**src/rtl/bram_snap_sp_pkg.sv**
```systemverilog
// Shared types for the snapshot capture buffer: controller state encoding
// and a small decode helper used by the top and the interface.
package bram_snap_sp_pkg;

  typedef enum logic [1:0] {
    ST_IDLE    = 2'd0,
    ST_ARMED   = 2'd1,
    ST_CAPTURE = 2'd2,
    ST_DONE    = 2'd3
  } snap_state_t;

  // True while the BRAM port belongs to the capture side.
  function automatic logic is_write_phase(snap_state_t s);
    return (s == ST_ARMED) || (s == ST_CAPTURE);
  endfunction

endpackage

```
**src/rtl/bram_snap_sp_if.sv**
```systemverilog
// Stream-in / readback-out bundle of the snapshot buffer.
//
// Handshake semantics (no backpressure anywhere):
//   din_valid qualifies din in the same cycle; the buffer always accepts it.
//   rd_en + rd_addr is a read request; the answer appears as rd_valid=1 with
//   rd_data exactly one cycle later. Requests outside DONE are dropped.
interface bram_snap_sp_if #(
  parameter int DATA_WIDTH = 8,
  parameter int ADDR_WIDTH = 4
);
  import bram_snap_sp_pkg::*;

  logic                  arm;
  logic                  abort;
  logic                  trigger;
  logic [DATA_WIDTH-1:0] din;
  logic                  din_valid;
  logic                  rd_en;
  logic [ADDR_WIDTH-1:0] rd_addr;
  logic [DATA_WIDTH-1:0] rd_data;
  logic                  rd_valid;
  logic                  armed;
  logic                  busy;
  logic                  done;
  logic [ADDR_WIDTH:0]   count;
  snap_state_t           state;

  modport master (
    output arm, abort, trigger, din, din_valid, rd_en, rd_addr,
    input  rd_data, rd_valid, armed, busy, done, count, state
  );

  modport slave (
    input  arm, abort, trigger, din, din_valid, rd_en, rd_addr,
    output rd_data, rd_valid, armed, busy, done, count, state
  );

endinterface

```
**src/rtl/bram_snap_sp_bram.sv**
```systemverilog
// Single-port synchronous RAM, read-first, one cycle read latency.
// rst only clears the output register; the array itself is never cleared.
module bram_sync_sp #(
  parameter int DATA_WIDTH = 8,
  parameter int ADDR_WIDTH = 4
) (
  input  logic                  clk,
  input  logic                  rst,
  input  logic                  wr,
  input  logic [ADDR_WIDTH-1:0] addr,
  input  logic [DATA_WIDTH-1:0] data_in,
  output logic [DATA_WIDTH-1:0] data_out
);

  logic [DATA_WIDTH-1:0] mem [0:(2**ADDR_WIDTH)-1];

  // Array write, kept free of reset so it maps onto block RAM.
  always_ff @(posedge clk) begin
    if (wr) mem[addr] <= data_in;
  end

  // Registered read port (old data on a same-address write).
  always_ff @(posedge clk) begin
    if (rst) data_out <= '0;
    else     data_out <= mem[addr];
  end

endmodule

```
**src/rtl/bram_snap_sp.sv**
```systemverilog
// Snapshot capture buffer: arm, wait for a qualified trigger, store DEPTH
// consecutive valid words into one single-port BRAM, then serve random reads.
// The BRAM port is time-shared: capture side in ARMED/CAPTURE, reads otherwise.
module bram_snap_sp
  import bram_snap_sp_pkg::*;
#(
  parameter int DATA_WIDTH = 8,
  parameter int ADDR_WIDTH = 4
) (
  input  logic          clk,
  input  logic          rst,
  bram_snap_sp_if.slave bus
);

  localparam int                    DEPTH     = 2 ** ADDR_WIDTH;
  localparam logic [ADDR_WIDTH-1:0] LAST_ADDR = ADDR_WIDTH'(DEPTH - 1);
  localparam logic [ADDR_WIDTH-1:0] PTR_ONE   = ADDR_WIDTH'(1);
  localparam logic [ADDR_WIDTH:0]   CNT_ONE   = (ADDR_WIDTH + 1)'(1);

  snap_state_t           state;
  logic [ADDR_WIDTH-1:0] wr_ptr;
  logic [ADDR_WIDTH:0]   count;
  logic                  rd_valid;

  logic                  wr_qual;
  logic                  bram_wr;
  logic [ADDR_WIDTH-1:0] bram_addr;
  logic [DATA_WIDTH-1:0] bram_dout;

  // Which stream words get stored: the triggering word in ARMED, any valid word in CAPTURE.
  always_comb begin
    wr_qual = 1'b0;
    case (state)
      ST_ARMED:   wr_qual = bus.trigger & bus.din_valid;
      ST_CAPTURE: wr_qual = bus.din_valid;
      default:    wr_qual = 1'b0;
    endcase
  end

  // BRAM port mux: write pointer while capturing, read address otherwise.
  always_comb begin
    bram_addr = bus.rd_addr;
    bram_wr   = 1'b0;
    if (is_write_phase(state)) begin
      bram_addr = wr_ptr;
      bram_wr   = wr_qual;
    end
  end

  bram_sync_sp #(
    .DATA_WIDTH (DATA_WIDTH),
    .ADDR_WIDTH (ADDR_WIDTH)
  ) u_bram (
    .clk      (clk),
    .rst      (1'b0),
    .wr       (bram_wr),
    .addr     (bram_addr),
    .data_in  (bus.din),
    .data_out (bram_dout)
  );

  // Controller: state, write pointer, word count and read strobe.
  // abort wins over everything; a write already qualified this cycle still lands.
  always_ff @(posedge clk or negedge rst) begin
    if (!rst) begin
      state    <= ST_IDLE;
      wr_ptr   <= '0;
      count    <= '0;
      rd_valid <= 1'b0;
    end else begin
      rd_valid <= 1'b0;
      if (bus.abort) begin
        state  <= ST_IDLE;
        wr_ptr <= '0;
      end else begin
        case (state)
          ST_IDLE: begin
            if (bus.arm) begin
              state  <= ST_ARMED;
              count  <= '0;
              wr_ptr <= '0;
            end
          end
          ST_ARMED: begin
            if (wr_qual) begin
              state  <= ST_CAPTURE;
              wr_ptr <= PTR_ONE;
              count  <= CNT_ONE;
            end
          end
          ST_CAPTURE: begin
            if (wr_qual) begin
              wr_ptr <= wr_ptr + PTR_ONE;
              count  <= count + CNT_ONE;
              if (wr_ptr == LAST_ADDR) state <= ST_DONE;
            end
          end
          ST_DONE: begin
            if (bus.arm) begin
              state  <= ST_ARMED;
              count  <= '0;
              wr_ptr <= '0;
            end else if (bus.rd_en) begin
              rd_valid <= 1'b1;
            end
          end
          default: state <= ST_IDLE;
        endcase
      end
    end
  end

  assign bus.state    = state;
  assign bus.armed    = (state == ST_ARMED);
  assign bus.busy     = is_write_phase(state);
  assign bus.done     = (state == ST_DONE);
  assign bus.count    = count;
  assign bus.rd_valid = rd_valid;
  assign bus.rd_data  = bram_dout;

endmodule

```
**src/flat_wrapper.sv**
```systemverilog
// flat-port wrapper written by rule: the top's interface ports become plain ports
module bram_snap_sp_flat import bram_snap_sp_pkg::*;
#(
  parameter int DATA_WIDTH = 8,
  parameter int ADDR_WIDTH = 4
)
  (clk, rst, bus_arm, bus_abort, bus_trigger, bus_din, bus_din_valid, bus_rd_en, bus_rd_addr, bus_rd_data, bus_rd_valid, bus_armed, bus_busy, bus_done, bus_count, bus_state);
  bram_snap_sp_if #(.DATA_WIDTH(DATA_WIDTH), .ADDR_WIDTH(ADDR_WIDTH)) bus_i ();
  input  logic clk;
  input  logic rst;
  input wire logic [$bits(bus_i.arm)-1:0] bus_arm;
  input wire logic [$bits(bus_i.abort)-1:0] bus_abort;
  input wire logic [$bits(bus_i.trigger)-1:0] bus_trigger;
  input wire logic [$bits(bus_i.din)-1:0] bus_din;
  input wire logic [$bits(bus_i.din_valid)-1:0] bus_din_valid;
  input wire logic [$bits(bus_i.rd_en)-1:0] bus_rd_en;
  input wire logic [$bits(bus_i.rd_addr)-1:0] bus_rd_addr;
  output wire logic [$bits(bus_i.rd_data)-1:0] bus_rd_data;
  output wire logic [$bits(bus_i.rd_valid)-1:0] bus_rd_valid;
  output wire logic [$bits(bus_i.armed)-1:0] bus_armed;
  output wire logic [$bits(bus_i.busy)-1:0] bus_busy;
  output wire logic [$bits(bus_i.done)-1:0] bus_done;
  output wire logic [$bits(bus_i.count)-1:0] bus_count;
  output wire logic [$bits(bus_i.state)-1:0] bus_state;
  assign bus_i.arm = bus_arm;
  assign bus_i.abort = bus_abort;
  assign bus_i.trigger = bus_trigger;
  assign bus_i.din = bus_din;
  assign bus_i.din_valid = bus_din_valid;
  assign bus_i.rd_en = bus_rd_en;
  assign bus_i.rd_addr = bus_rd_addr;
  assign bus_rd_data = bus_i.rd_data;
  assign bus_rd_valid = bus_i.rd_valid;
  assign bus_armed = bus_i.armed;
  assign bus_busy = bus_i.busy;
  assign bus_done = bus_i.done;
  assign bus_count = bus_i.count;
  assign bus_state = bus_i.state;
  bram_snap_sp #(.DATA_WIDTH(DATA_WIDTH), .ADDR_WIDTH(ADDR_WIDTH)) u_core (.clk(clk), .rst(rst), .bus(bus_i));
endmodule
```
**config.mk**
```make
export PLATFORM = sky130hd
export DESIGN_NAME = bram_snap_sp_flat
export DESIGN_NICKNAME = d
export VERILOG_FILES = /design/src/rtl/bram_snap_sp_pkg.sv /design/src/rtl/bram_snap_sp_if.sv /design/src/rtl/bram_snap_sp_bram.sv /design/src/rtl/bram_snap_sp.sv /design/src/flat_wrapper.sv
export SDC_FILE = /design/constraint.sdc
export NUM_CORES = 1
export LEC_CHECK = 0
export ABC_AREA = 1
export CAP_MARGIN = 25
export CORE_MARGIN = 2
export CORE_UTILIZATION = 59
export CTS_BUF_LIST = sky130_fd_sc_hd__clkbuf_16
export CTS_CLUSTER_DIAMETER = 150
export DETAILED_ROUTE_END_ITERATION = 12
export MAX_ROUTING_LAYER = met4
export PLACE_DENSITY = 0.82
export SYNTH_ARGS = -nofsm -noshare
export SYNTH_HDL_FRONTEND = slang
export SYNTH_SLANG_ARGS = --single-unit
```
**constraint.sdc**
```tcl
create_clock -name clk -period 2.75 [get_ports clk]
set_input_delay 0.275 -clock clk [delete_from_list [all_inputs] [get_ports clk]]
set_output_delay 0.275 -clock clk [all_outputs]
set_load 0.01 [all_outputs]
```
==> flow_metrics.tcl <==
set metrics [dict create \
    dr_wl_met3_um 1460 \
    grt_pass1_vias 4744 \
    end_kind "flip-flop" \
    max-slew-margin-rel 0.433 \
    antenna_found_initial 0 \
    synth_top_flop_cell "edfxtp_1" \
    synth.avg_cell_area_um2 9.89 \
    hp-class "in -> async" \
    place.gp.congestion 0.916 \
    wl_met1_um 5980 \
    tritoncts "built" \
    hold_viol_final 0 \
    setup_tns_ns 0 \
    drc_errors 0 \
    root_buffer "clkbuf_16" \
    clock-sinks 148 \
    crit_arrival_ns 2.57 \
    htreeDepth 4 \
    drtIter0Drc 591 \
    synthCells 662 \
    vias 4826 \
    grt_pass1_wl_um 23700 \
    dieArea_um2 12000 \
    syn_nets 687 \
    clock_latency_ns 0.42 \
    cts_made_buffers 17 \
    cp.required_ns 2.87 \
    powerDensity_nw_per_um2 969 \
    grt_max_degree 57 \
    nets 739 \
    synth.cell_area_um2 6550 \
    start_util 0.604 \
    cts_hold_buffers 0 \
    fillers 722 \
    yosys.area.top_type "edfxtp_1" \
    fp-row-count 38 \
    cap_violations 0 \
    irDropWorstVdd_mv 0.730 \
    startpoint "u_core.bus.state[0]" \
    rsz0062_at_grt "no" \
    post_cts_resized 0 \
    path_max_fanout 9 \
    finalSetupViolations 0 \
    tightest_slew_ns 0.847 \
    drive_above_1_share 0.0935 \
    synth-edff-count 128 \
    cts.clk_slew.worst_paths_ns 0.06 \
    synth_top_area_frac 0.587 \
    synthToLayoutAreaGrowth_pct 17.3 \
    die_h_um 109 \
    ys_seq_area_frac 0.658 \
    fin_crit_ns 2.44 \
    met2_length_um 7320 \
    synth-async-reset-ratio 0.0811 \
    fin_area_um2 7670 \
    synth_warnings 0 \
    final_common_cell "nand2_1" \
    final_cell_mix "nand2_1 (312), edfxtp_1 (128), nand3_1 (73), clkdlybuf4s50_1 (37), inv_1 (34)" \
    drt-vias-per-instance 5.57 \
    totalWireLength_um 15100 \
    ys_types 27 \
    first_pass_iters 5 \
    critical_path_class "reg -> reg" \
    io_buffers 37 \
    final_max_slew_viol_count 0 \
    pin_count 38 \
    die_w_um 109 \
    overflow 0 \
    synthTopCellsByArea "edfxtp_1 (59%), nand2_1 (18%), nand3_1 (5.7%), dfrtp_1 (4.6%), dfxtp_1 (2.4%)" \
    topRoutingLayerUsed "met4" \
    coreArea_um2 10800 \
    cts_setup_buffers 0 \
    reg2reg_from "u_core.bus.state[0]" \
    start_kind "flip-flop" \
    finalCritPeriodShare 0.887 \
    ant_nets 0 \
    outcome "finished, final reports clean" \
    skew_ns 0.00876 \
    grt_use_total 0.283 \
    n_antenna_cell 0 \
    clk_path_buf_depth 2 \
    leakagePower_nw 3.24 \
    fmax_ghz 0.410 \
    wire_per_inst_um 17.4 \
    postPlaceCellArea_um2 7100 \
    ys_ff_latch 148 \
    dp_hpwl_um 9560 \
]
==> worst max-delay path, stage by stage (launching register included) <==
cell and delay [ns]:
dfrtp_1 0.43, inv_1 0.07, ha_2 0.38, inv_6 0.12, nand2_1 0.08, nor2_1 0.09, o21ai_0 0.19, inv_1 0.18
nand3_1 0.22, nor2_1 0.17, buf_4 0.20
==> registers in the layout, indices dropped and copies added (netlist names) <==
signal	cells
u_core.bus.count	5
u_core.bus.rd_valid	1
u_core.bus.state	2
u_core.u_bram.data_out	8
u_core.u_bram.mem	128
u_core.wr_ptr	4
==> layer usage <==
metal / vias up / global-route usage
met5: - / -
met4: 0 / 0.0904
met3: 32 / 0.0753
met2: 262 / 0.459
met1: 2248 / 0.350
li1: 2284 / -
==> area by class of cell <==
| cell class | instances | area, um2 | share of cell area |
|---|---|---|---|
| flip-flops and latches | 148 | 4300 | 0.561 |
| well taps | 140 | 175 | 0.0228 |
| clock inverters | 15 | 140 | 0.0183 |
| clock buffers | 17 | 425 | 0.0554 |
| repair buffers | 59 | 548 | 0.0714 |
| multi-input cells | 453 | 1950 | 0.254 |
| inverters | 35 | 136 | 0.0178 |
==> report_power, final <==
group          switching [W]  total [W]  internal [W]
clock network       0.000868    0.00219       0.00132
logic                0.00177    0.00263      0.000860
registers          0.0000592    0.00262       0.00256
==> through the flow <==
step / std cells / utilization / power [W] / hold WS (ns) / setup slack [ns]
after floorplan: 662 / - / 0.00451 / -0.0206 / 0.363
after global routing: 867 / 0.708 / 0.00791 / 0.257 / 0.117
after detailed placement: 835 / 0.655 / 0.00522 / 0.525 / 0.238
after CTS: 867 / 0.707 / 0.00740 / 0.231 / 0.204
after global placement: 835 / 0.655 / 0.00513 / 0.494 / 0.341
final: 867 / 0.708 / 0.00744 / 0.222 / 0.310
==> synthesized netlist by cell type (2+ instances only) <==
library cell,n
dfxtp_1,8
nand3_1,74
xor2_1,2
inv_1,31
buf_2,16
or2_2,2
buf_6,3
nand2_2,5
nor2_4,2
ha_1,6
o21ai_0,14
nor2_1,25
edfxtp_1,128
inv_2,3
buf_4,7
nor3_1,2
nand2_1,312
nor2_2,2
dfrtp_1,12
==> cells by family (layout without fill, tap and decap cells) <==
kind of cell | count (synthesis) | after routing | share of synthesized area
buffers and inverters | 61 | 126 | 0.0463
AO/OA/AOI/OAI | 18 | 18 | 0.0153
flip-flops | 148 | 148 | 0.658
adder cells (fa/ha/maj) | 6 | 6 | 0.0115
XOR/XNOR | 2 | 2 | 0.00268
AND/OR/NAND/NOR | 427 | 427 | 0.267
==> worst paths after layout <==
path / endpoint / slack (ns) / cells past startpoint
max: u_core.u_bram.mem[7][3] / 0.31 / 10
min: u_core.bus.count[2] / 0.22 / 1
max reg2reg: u_core.u_bram.mem[7][3] / 0.31 / 10
min reg2reg: u_core.bus.count[4] / 0.55 / 2
max in group asynchronous: u_core.wr_ptr[3] / 2.16 / 1
min in group clk: u_core.bus.rd_valid / 0.39 / 3
Note: power is estimated with default switching activity, not from simulation.
